[config.mk]
export PLATFORM = sky130hd
export DESIGN_NAME = uart_rx_axis
export DESIGN_NICKNAME = d
export VERILOG_FILES = /design/src/rtl/uart_rx_axis.sv
export SDC_FILE = /design/constraint.sdc
export NUM_CORES = 1
export LEC_CHECK = 0
export BUFFER_PORTS_ARGS = -buffer_cell sky130_fd_sc_hd__buf_2
export CORE_MARGIN = 2
export CORE_UTILIZATION = 49
export CTS_CLUSTER_SIZE = 16
export DETAILED_ROUTE_END_ITERATION = 7
export PLACE_DENSITY = 0.67
export REMOVE_ABC_BUFFERS = 1
export SETUP_SLACK_MARGIN = 0.3
export SLEW_MARGIN = 20
export SYNTH_ARGS = -nofsm -noshare
export SYNTH_HDL_FRONTEND = slang
export SYNTH_SLANG_ARGS = --single-unit
[constraint.sdc]
create_clock -name clk_i -period 3.1 [get_ports clk_i]
set_input_delay 0.155 -clock clk_i [delete_from_list [all_inputs] [get_ports clk_i]]
set_output_delay 0.155 -clock clk_i [all_outputs]
set_load 0.005 [all_outputs]
[src/rtl/uart_rx_axis.sv]
// UART receiver with 8x oversampling and a run-time prescaler, delivering
// each received word on an AXI-stream master port with framing/overrun flags.
module uart_rx_axis #(
  parameter int DATA_WIDTH = 8
) (
  input  logic                  clk_i,
  input  logic                  rst_ni,
  input  logic                  rxd_i,
  input  logic [15:0]           prescale_i,
  output logic [DATA_WIDTH-1:0] m_axis_tdata_o,
  output logic                  m_axis_tvalid_o,
  input  logic                  m_axis_tready_i,
  output logic                  busy_o,
  output logic                  overrun_error_o,
  output logic                  frame_error_o
);

  localparam int CNT_W = $clog2(DATA_WIDTH) + 1;
  localparam logic [CNT_W-1:0] LAST_BIT = CNT_W'(DATA_WIDTH - 1);

  localparam logic [2:0] S_IDLE      = 3'd0;
  localparam logic [2:0] S_START     = 3'd1;
  localparam logic [2:0] S_DATA      = 3'd2;
  localparam logic [2:0] S_STOP      = 3'd3;
  localparam logic [2:0] S_WAIT_IDLE = 3'd4;

  logic [1:0]            r_rxd_sync;
  logic [2:0]            r_state;
  logic [18:0]           r_timer;
  logic [CNT_W-1:0]      r_bit_cnt;
  logic [15:0]           r_prescale;
  logic [DATA_WIDTH-1:0] r_shift;
  logic [DATA_WIDTH-1:0] r_tdata;
  logic                  r_tvalid;
  logic                  r_overrun;
  logic                  r_frame;

  logic                  w_rxd_s;
  logic [15:0]           w_p_in;
  logic [18:0]           w_half_load;
  logic [18:0]           w_bit_load;
  logic                  w_timer_done;

  // Both stages reset high so a reset never looks like a start bit.
  always_ff @(posedge clk_i or negedge rst_ni) begin
    if (!rst_ni) begin
      r_rxd_sync <= 2'b11;
    end else begin
      r_rxd_sync <= {r_rxd_sync[0], rxd_i};
    end
  end

  assign w_rxd_s      = r_rxd_sync[1];
  assign w_p_in       = (prescale_i == 16'd0) ? 16'd1 : prescale_i;
  assign w_half_load  = {1'b0, w_p_in, 2'b00} - 19'd1;
  assign w_bit_load   = {r_prescale, 3'b000} - 19'd1;
  assign w_timer_done = (r_timer == 19'd0);

  always_ff @(posedge clk_i or negedge rst_ni) begin
    if (!rst_ni) begin
      r_state    <= S_IDLE;
      r_timer    <= '0;
      r_bit_cnt  <= '0;
      r_prescale <= 16'd1;
      r_shift    <= '0;
      r_tdata    <= '0;
      r_tvalid   <= 1'b0;
      r_overrun  <= 1'b0;
      r_frame    <= 1'b0;
    end else begin
      r_overrun <= 1'b0;
      r_frame   <= 1'b0;
      if (r_tvalid && m_axis_tready_i) begin
        r_tvalid <= 1'b0;
      end

      case (r_state)
        S_IDLE: begin
          if (!w_rxd_s) begin
            r_prescale <= w_p_in;
            r_timer    <= w_half_load;
            r_state    <= S_START;
          end
        end

        S_START: begin
          if (!w_timer_done) begin
            r_timer <= r_timer - 19'd1;
          end else if (!w_rxd_s) begin
            r_timer   <= w_bit_load;
            r_bit_cnt <= '0;
            r_state   <= S_DATA;
          end else begin
            r_state <= S_IDLE;
          end
        end

        S_DATA: begin
          if (!w_timer_done) begin
            r_timer <= r_timer - 19'd1;
          end else begin
            r_shift <= {w_rxd_s, r_shift[DATA_WIDTH-1:1]};
            r_timer <= w_bit_load;
            if (r_bit_cnt == LAST_BIT) begin
              r_state <= S_STOP;
            end else begin
              r_bit_cnt <= r_bit_cnt + CNT_W'(1);
            end
          end
        end

        S_STOP: begin
          if (!w_timer_done) begin
            r_timer <= r_timer - 19'd1;
          end else if (w_rxd_s) begin
            // A handshake on this same edge frees the slot, so no overrun then.
            if (r_tvalid && !m_axis_tready_i) begin
              r_overrun <= 1'b1;
            end else begin
              r_tdata  <= r_shift;
              r_tvalid <= 1'b1;
            end
            r_state <= S_IDLE;
          end else begin
            r_frame <= 1'b1;
            r_state <= S_WAIT_IDLE;
          end
        end

        S_WAIT_IDLE: begin
          if (w_rxd_s) begin
            r_state <= S_IDLE;
          end
        end

        default: begin
          r_state <= S_IDLE;
        end
      endcase
    end
  end

  assign m_axis_tdata_o  = r_tdata;
  assign m_axis_tvalid_o = r_tvalid;
  assign busy_o          = (r_state != S_IDLE);
  assign overrun_error_o = r_overrun;
  assign frame_error_o   = r_frame;

endmodule

==> out/results.ini, run 1 <==
[outcome]
status = completed

[yosys]
yosysWarningCount = 0
synth-edff-count = 0
synthAdderAreaFrac_pct = 1.65
synthCells = 412
seq_area_frac_synth_pct = 41.6
synth_ff_type = dfrtp_1
synth_top_family_by_area = simple AND/OR/NAND/NOR gates
syn_area_per_cell_sq_um = 9.21
synth-xor-area-share_pct = 5.77
synth_compound_area_share_pct = 15.5
synthSimpleGateAreaFrac_pct = 23.4
netlist-cell-type-count = 56
synth_seq_cells = 63
synthArstFlopShare_pct = 100
synth.area.mux_share_pct = 9.43
syn_area_sq_mm = 0.00380

[cts]
cts_setup_buffers = 0
cts_tree = yes
cts_buffers = 9
clockRootBuffer = clkbuf_8
cts.clk_slew.worst_paths_ns = 0.08
clockBufferDepth = 2
clk_latency_ns = 0.36
cts_sinks = 63
htreeDepth = 3

[timing]
final_hold_viol_count = 0
hold_slack_ns = 0.0822
fin_ws_ns = 0.501
period_needed_ns = 2.60
final_max_slew_viol_count = 0
max_freq_mhz = 385
worst_slew_pin_slew_ns = 0.822
setup_tns_ns = 0
setup_viol = 0
fin_crit_sh_pct = 83.8
relSlewSlack_pct = 45.2
rsz0062_at_grt = no
fin_skew_ns = 0.0127

[critical_path]
cp_max_fo = 8
ff2ff_path_depth = 9
endpoint_kind = register
crit_buf_inv = 2
worstReg2RegEnd = m_axis_tdata_o[1]
path_cells = inv_1, ha_1, nor4b_1, nand2_1, nor2_1, nand3_1, nor2b_1, buf_4, mux2_2
cpMaxStageDelayCell = dfrtp_1
start_kind = register
max_stage_delay_ns = 0.43
cp.depth = 9
rr_startpoint = r_timer[0]
required_ns = 3.34
critPathLaunch = r_timer[0]
path_delay_family = simple AND/OR/NAND/NOR gates
crit_path_end = m_axis_tdata_o[1]
arrival_ns = 2.84
ff2ff_setup_slack_ns = 0.50
critPathKind = reg -> reg

[power_and_ir_drop]
p_leak_uw = 0.00181
p_sw_share_pct = 30.4
peakVddDrop_mv = 0.313
intPower_uw = 1400
p_sw_uw = 612
clkPwrFrac_pct = 36.5
combPwrFrac_pct = 12.4
power_frac_seq_pct = 51.2
powerDensity_mw_per_mm2 = 465
finalPower_uw = 2010

[floorplanning]
die_h_um = 92.0
die_x_um = 92.0
initial_utilization_pct = 49.9
die-area_sq_mm = 0.00847
io_pins = 32
rows = 32
core_sq_mm = 0.00761

[layout]
fin_area_sq_mm = 0.00433
layout_common_cells = dfrtp_1 (60), nor2_1 (50), o21ai_0 (41)
nFillCells = 687
n_antenna_cell = 0
mostFrequentLayoutCell = dfrtp_1
layout-drive-gt1-share_pct = 24.4
num-nets-final = 479
syn_to_final_growth_pct = 14.2

[routing]
routedWlPerCell_um = 16.6
ant_nets = 0
wirelength_um = 9340
drc_errors = 0
vias = 3309
first_pass_iters = 5
drtIter0Drc = 283
vias_per_cell = 5.90

[placed_design]
portBuffers = 31
placed_area_sq_mm = 0.00412
gp_congestion = 0.872
dp_hpwl_um = 6640
dp_slack_ns = 0.227

[grt]
gr-total-overflow = 0
track_usage_pct = 23.7
grt_max_degree = 37
grt_antenna_before_repair = 0
grt_pass1_vias = 3147
grt_pass1_wl_um = 15800

[flow_run]
cap_violations = 0

[worst_hold_path]
hold_class = in -> reg

## synth_stat cells (9+ instances only)
master | instances | area share (%)
xor2_1 | 15 | 3.5
xnor2_1 | 10 | 2.3
o21ai_0 | 42 | 5.5
clkbuf_1 | 10 | 0.99
mux2_2 | 30 | 8.9
a21oi_1 | 19 | 2.5
nor4_1 | 12 | 2.0
nor3_1 | 16 | 2.1
dfrtp_1 | 60 | 40
inv_1 | 9 | 0.89
nor2_1 | 50 | 4.9
nand3_1 | 11 | 1.5
nand2_1 | 30 | 3.0
## cell families (layout without fill, tap and decap cells)
logic type                 Yosys count  after routing
adders and majority gates            5              5
and+or+nand+nor                    165            165
xor gates and xnor gates            25             25
DFF                                 63             63
muxes                               32             32
buffers and inverters               25             72
AOI/OAI and AO/OA                   97             97
## per-stage QoR
step / utilization [%] / instances
after global routing: 57.0 / 561
after floorplan: - / 396
after global placement: 54.1 / 543
after detailed placement: 54.1 / 543
after CTS: 57.0 / 561
final: 57.0 / 561
## routing by layer
layer	GRT usage (%)	up-vias	routed length, um
met5	0	-	0
met3	3.37	15	471
met1	34.5	1588	4410
li1	-	1598	-
met2	35.2	108	4270
met4	10.4	0	189
## worst reg2reg max path, stage by stage, from the launching register on
cell and delay, ns:
dfrtp_1 0.43, inv_1 0.11, ha_1 0.18, nor4b_1 0.40, nand2_1 0.16, nor2_1 0.34
nand3_1 0.19, nor2b_1 0.14, buf_4 0.17, mux2_2 0.35
## flip-flops by register name, summed over array words and instances (netlist names)
signal and flops:
m_axis_tdata_o 8, r_state 3, m_axis_tvalid_o 1, r_bit_cnt 4, r_prescale 16, r_rxd_sync 2
frame_error_o 1, overrun_error_o 1, r_shift 8, r_timer 19
## worst min-delay path by stage
stage | to | startpoint | cells after the start | slack, ns
after detailed placement | r_rxd_sync[0] | rxd_i | 1 | 0.26
after floorplan | frame_error_o | rst_ni | 0 | -0.14
final | r_prescale[11] | prescale_i[11] | 2 | 0.08
after global routing | r_prescale[15] | prescale_i[15] | 2 | 0.08
after global placement | r_rxd_sync[0] | rxd_i | 1 | 0.26
after CTS | overrun_error_o | m_axis_tready_i | 3 | 0.06
## final cells by class
type / count / area [sq um] / share of cell area, %
well taps: 102 / 128 / 2.94
multi-input cells: 324 / 2110 / 48.8
clock inverters: 5 / 56.3 / 1.30
clock buffers: 11 / 141 / 3.26
inverters: 9 / 33.8 / 0.779
repair buffers: 47 / 280 / 6.47
flip-flops and latches: 63 / 1580 / 36.5
## power groups by stage
stage | sequential (uW) | combinational, uW | clock (uW)
2_1_floorplan | 1020 | 165 | 0
6_report | 1030 | 249 | 735
4_1_cts | 1030 | 246 | 752
5_1_grt | 1040 | 282 | 786
3_5_place_dp | 1040 | 243 | 0
3_3_place_gp | 1040 | 236 | 0
## what timing repair did
action | in CTS | in global routing
hold buffers | 2 | 0
gates resized for setup | 0 | 0
endpoints found under the hold margin | 34 | 0
Power figures use the tool's default switching activity.
==> run 2, diff against run 1 <==
Clock period 3.1 ns to 2.7 ns, I/O delays scaled along.
==> run 2 against run 1 <==
Compared with the run above: hold slack worse by 0.019 ns; first-iteration DRC count is 4.9% lower; sequential cell count stayed put; clock skew is 0.0040 ns lower.
==> out/results.ini, run 2 (same netlist as run 1, synthesis figures left out) <==
[outcome]
status = completed

[routing]
routedWlPerCell_um = 16.3  ; -2.0%
vias_per_cell = 5.79  ; -1.8%
drc_errors = 0  ; unchanged
first_pass_iters = 4  ; -1
vias = 3331  ; +0.66%
routed.top_layer = met4
wirelength_um = 9380  ; +0.46%
m1WireLength_um = 4580  ; +3.8%
ant_nets = 0  ; unchanged
routed-wl-met2_um = 4310  ; +0.94%
wl_met3_um = 355  ; -25%
drtIter0Drc = 269  ; -4.9%

[cts]
cts_tree = yes
clk_latency_ns = 0.35  ; about the same
clockBufferDepth = 2  ; unchanged
clockRootBuffer = clkbuf_8
cts.clk_slew.worst_paths_ns = 0.08  ; about the same
htreeDepth = 3  ; unchanged
cts_sinks = 63  ; unchanged
cts_buffers = 9  ; unchanged

[critical_path]
required_ns = 2.97  ; -0.37 ns
cp_max_fo = 7  ; -1
ff2ff_path_depth = 6  ; -3
start_kind = register
worstReg2RegEnd = r_timer[15]
critPathKind = reg -> reg
endpoint_kind = register
arrival_ns = 2.62  ; -0.22 ns
rr_startpoint = r_timer[8]
ff2ff_setup_slack_ns = 0.35  ; -0.15 ns

[layout]
top_register = r_timer
top_regs = r_timer x19, r_prescale x16
num-nets-final = 493  ; +2.9%
layout_common_cells = dfrtp_1 (59), nor2_1 (50), o21ai_0 (41)
n_antenna_cell = 0  ; unchanged
fin_util_pct = 59.1  ; +2.1 points
nFillCells = 680  ; -1.0%
layout-drive-gt1-share_pct = 28.3  ; +3.9 points
largest_register_ffs = 19  ; unchanged
final_cells = 575  ; +2.5%
mostFrequentLayoutCell = dfrtp_1
syn_to_final_growth_pct = 18.5

[floorplanning]
die_h_um = 92.0  ; unchanged
die_x_um = 92.0  ; unchanged
io_pins = 32  ; unchanged
die-area_sq_mm = 0.00847  ; unchanged
initial_utilization_pct = 49.9  ; unchanged
core_sq_mm = 0.00761  ; unchanged
rows = 32  ; unchanged

[worst_hold_path]
hold_path_end = overrun_error_o
holdCritStartpoint = m_axis_tready_i
hold_class = in -> reg
whs_path_depth = 3  ; +1

[grt]
grt_pass1_vias = 3244  ; +3.1%
gr-total-overflow = 0  ; unchanged
grt_antenna_before_repair = 0  ; unchanged
grt_max_degree = 42  ; +14%
grt_pass1_wl_um = 15800  ; about the same
track_usage_pct = 23.5  ; -0.17 points

[timing]
rsz0062_at_grt = yes
fin_skew_ns = 0.00877  ; -0.00397 ns
fin_crit_sh_pct = 87.0  ; +3.1 points
setup_viol = 0  ; unchanged
final_max_slew_viol_count = 0  ; unchanged
final_hold_viol_count = 0  ; unchanged
relSlewSlack_pct = 38.2  ; -7.0 points
max_freq_mhz = 426  ; +11%
period_needed_ns = 2.35  ; -0.251 ns
setup_tns_ns = 0  ; unchanged
fin_ws_ns = 0.352  ; -0.149 ns
worst_slew_pin_slew_ns = 0.926  ; +0.105 ns

[power_and_ir_drop]
peakVddDrop_mv = 0.304  ; -3.1%
powerDensity_mw_per_mm2 = 515  ; +11%
p_leak_uw = 0.00189  ; +4.0%

[placed_design]
dp_hpwl_um = 6910  ; +4.0%
portBuffers = 31  ; unchanged
dpl.cell_count = 556  ; +2.4%
dp_slack_ns = 0.0850  ; -0.142 ns
gp_congestion = 0.987  ; +13%

[flow_run]
cap_violations = 0  ; unchanged

## run 2: changes by cell type in the layout (fill, tap and decap cells not counted), moves of 2 or more
| cell | change |
|---|---|
| buf_4 | +13 |
| nor4_1 | -3 |
| nor4_2 | +3 |
| nor3b_1 | -2 |
| nor3b_2 | +2 |
## run 2: timing repair
item	CTS	global route
endpoints found under the hold margin	37	0
setup endpoints to repair	7	27
pin swaps	0	2
hold buffers	2	0
buffers inserted	0	1
resized for setup	2	10
## run 2: power by group
group | total [uW] | internal [uW] | switching [uW] | leakage [uW]
clock network | 815 | 423 | 392 | 0.0000960
registers | 1200 | 1040 | 152 | 0.000785
logic | 305 | 132 | 173 | 0.00101
## run 2: worst max path at each step
stage | startpoint | slack [ns] | endpoint
final | r_timer[8] | 0.35 | r_timer[15]
after detailed placement | prescale_i[14] | 0.09 | r_timer[16]
after CTS | r_timer[10] | 0.33 | r_timer[15]
after global routing | r_timer[8] | 0.20 | r_timer[15]
after floorplan | r_timer[0] | -0.28 | r_timer[11]
after global placement | prescale_i[14] | 0.07 | r_timer[16]
## run 2: final cells by class
| cell class | count | area (sq um) | area share, % |
|---|---|---|---|
| multi-input combinational | 324 | 2180 | 48.4 |
| sequential | 63 | 1580 | 35.2 |
| timing repair buffer | 61 | 389 | 8.65 |
| clock buffer | 10 | 128 | 2.84 |
| tap | 102 | 128 | 2.84 |
| clock inverter | 6 | 61.3 | 1.36 |
| inverter | 9 | 33.8 | 0.751 |
## run 2: stage by stage
step / hold WS [ns] / power, uW / cell area (sq um)
2_1_floorplan: -0.161 / 1350 / 3730
3_3_place_gp: 0.241 / 1480 / 4210
3_5_place_dp: 0.244 / 1490 / 4210
4_1_cts: 0.0558 / 2310 / 4440
5_1_grt: 0.0927 / 2420 / 4500
6_report: 0.0635 / 2320 / 4500
## run 2: critical path, stage by stage, from the launching register on
cell and delay, ns:
dfrtp_1 0.48, nor3_2 0.36, nand2_1 0.29, or3_1 0.47, nor4_2 0.37, nor3_1 0.15
o21ai_0 0.15
## run 2: metal layers
| metal | vias up | track usage, % |
|---|---|---|
| met1 | 1612 | 33.1 |
| met2 | 81 | 36.5 |
| met3 | 14 | 4.27 |
| met5 | - | 0 |
| met4 | 0 | 8.46 |
| li1 | 1624 | - |
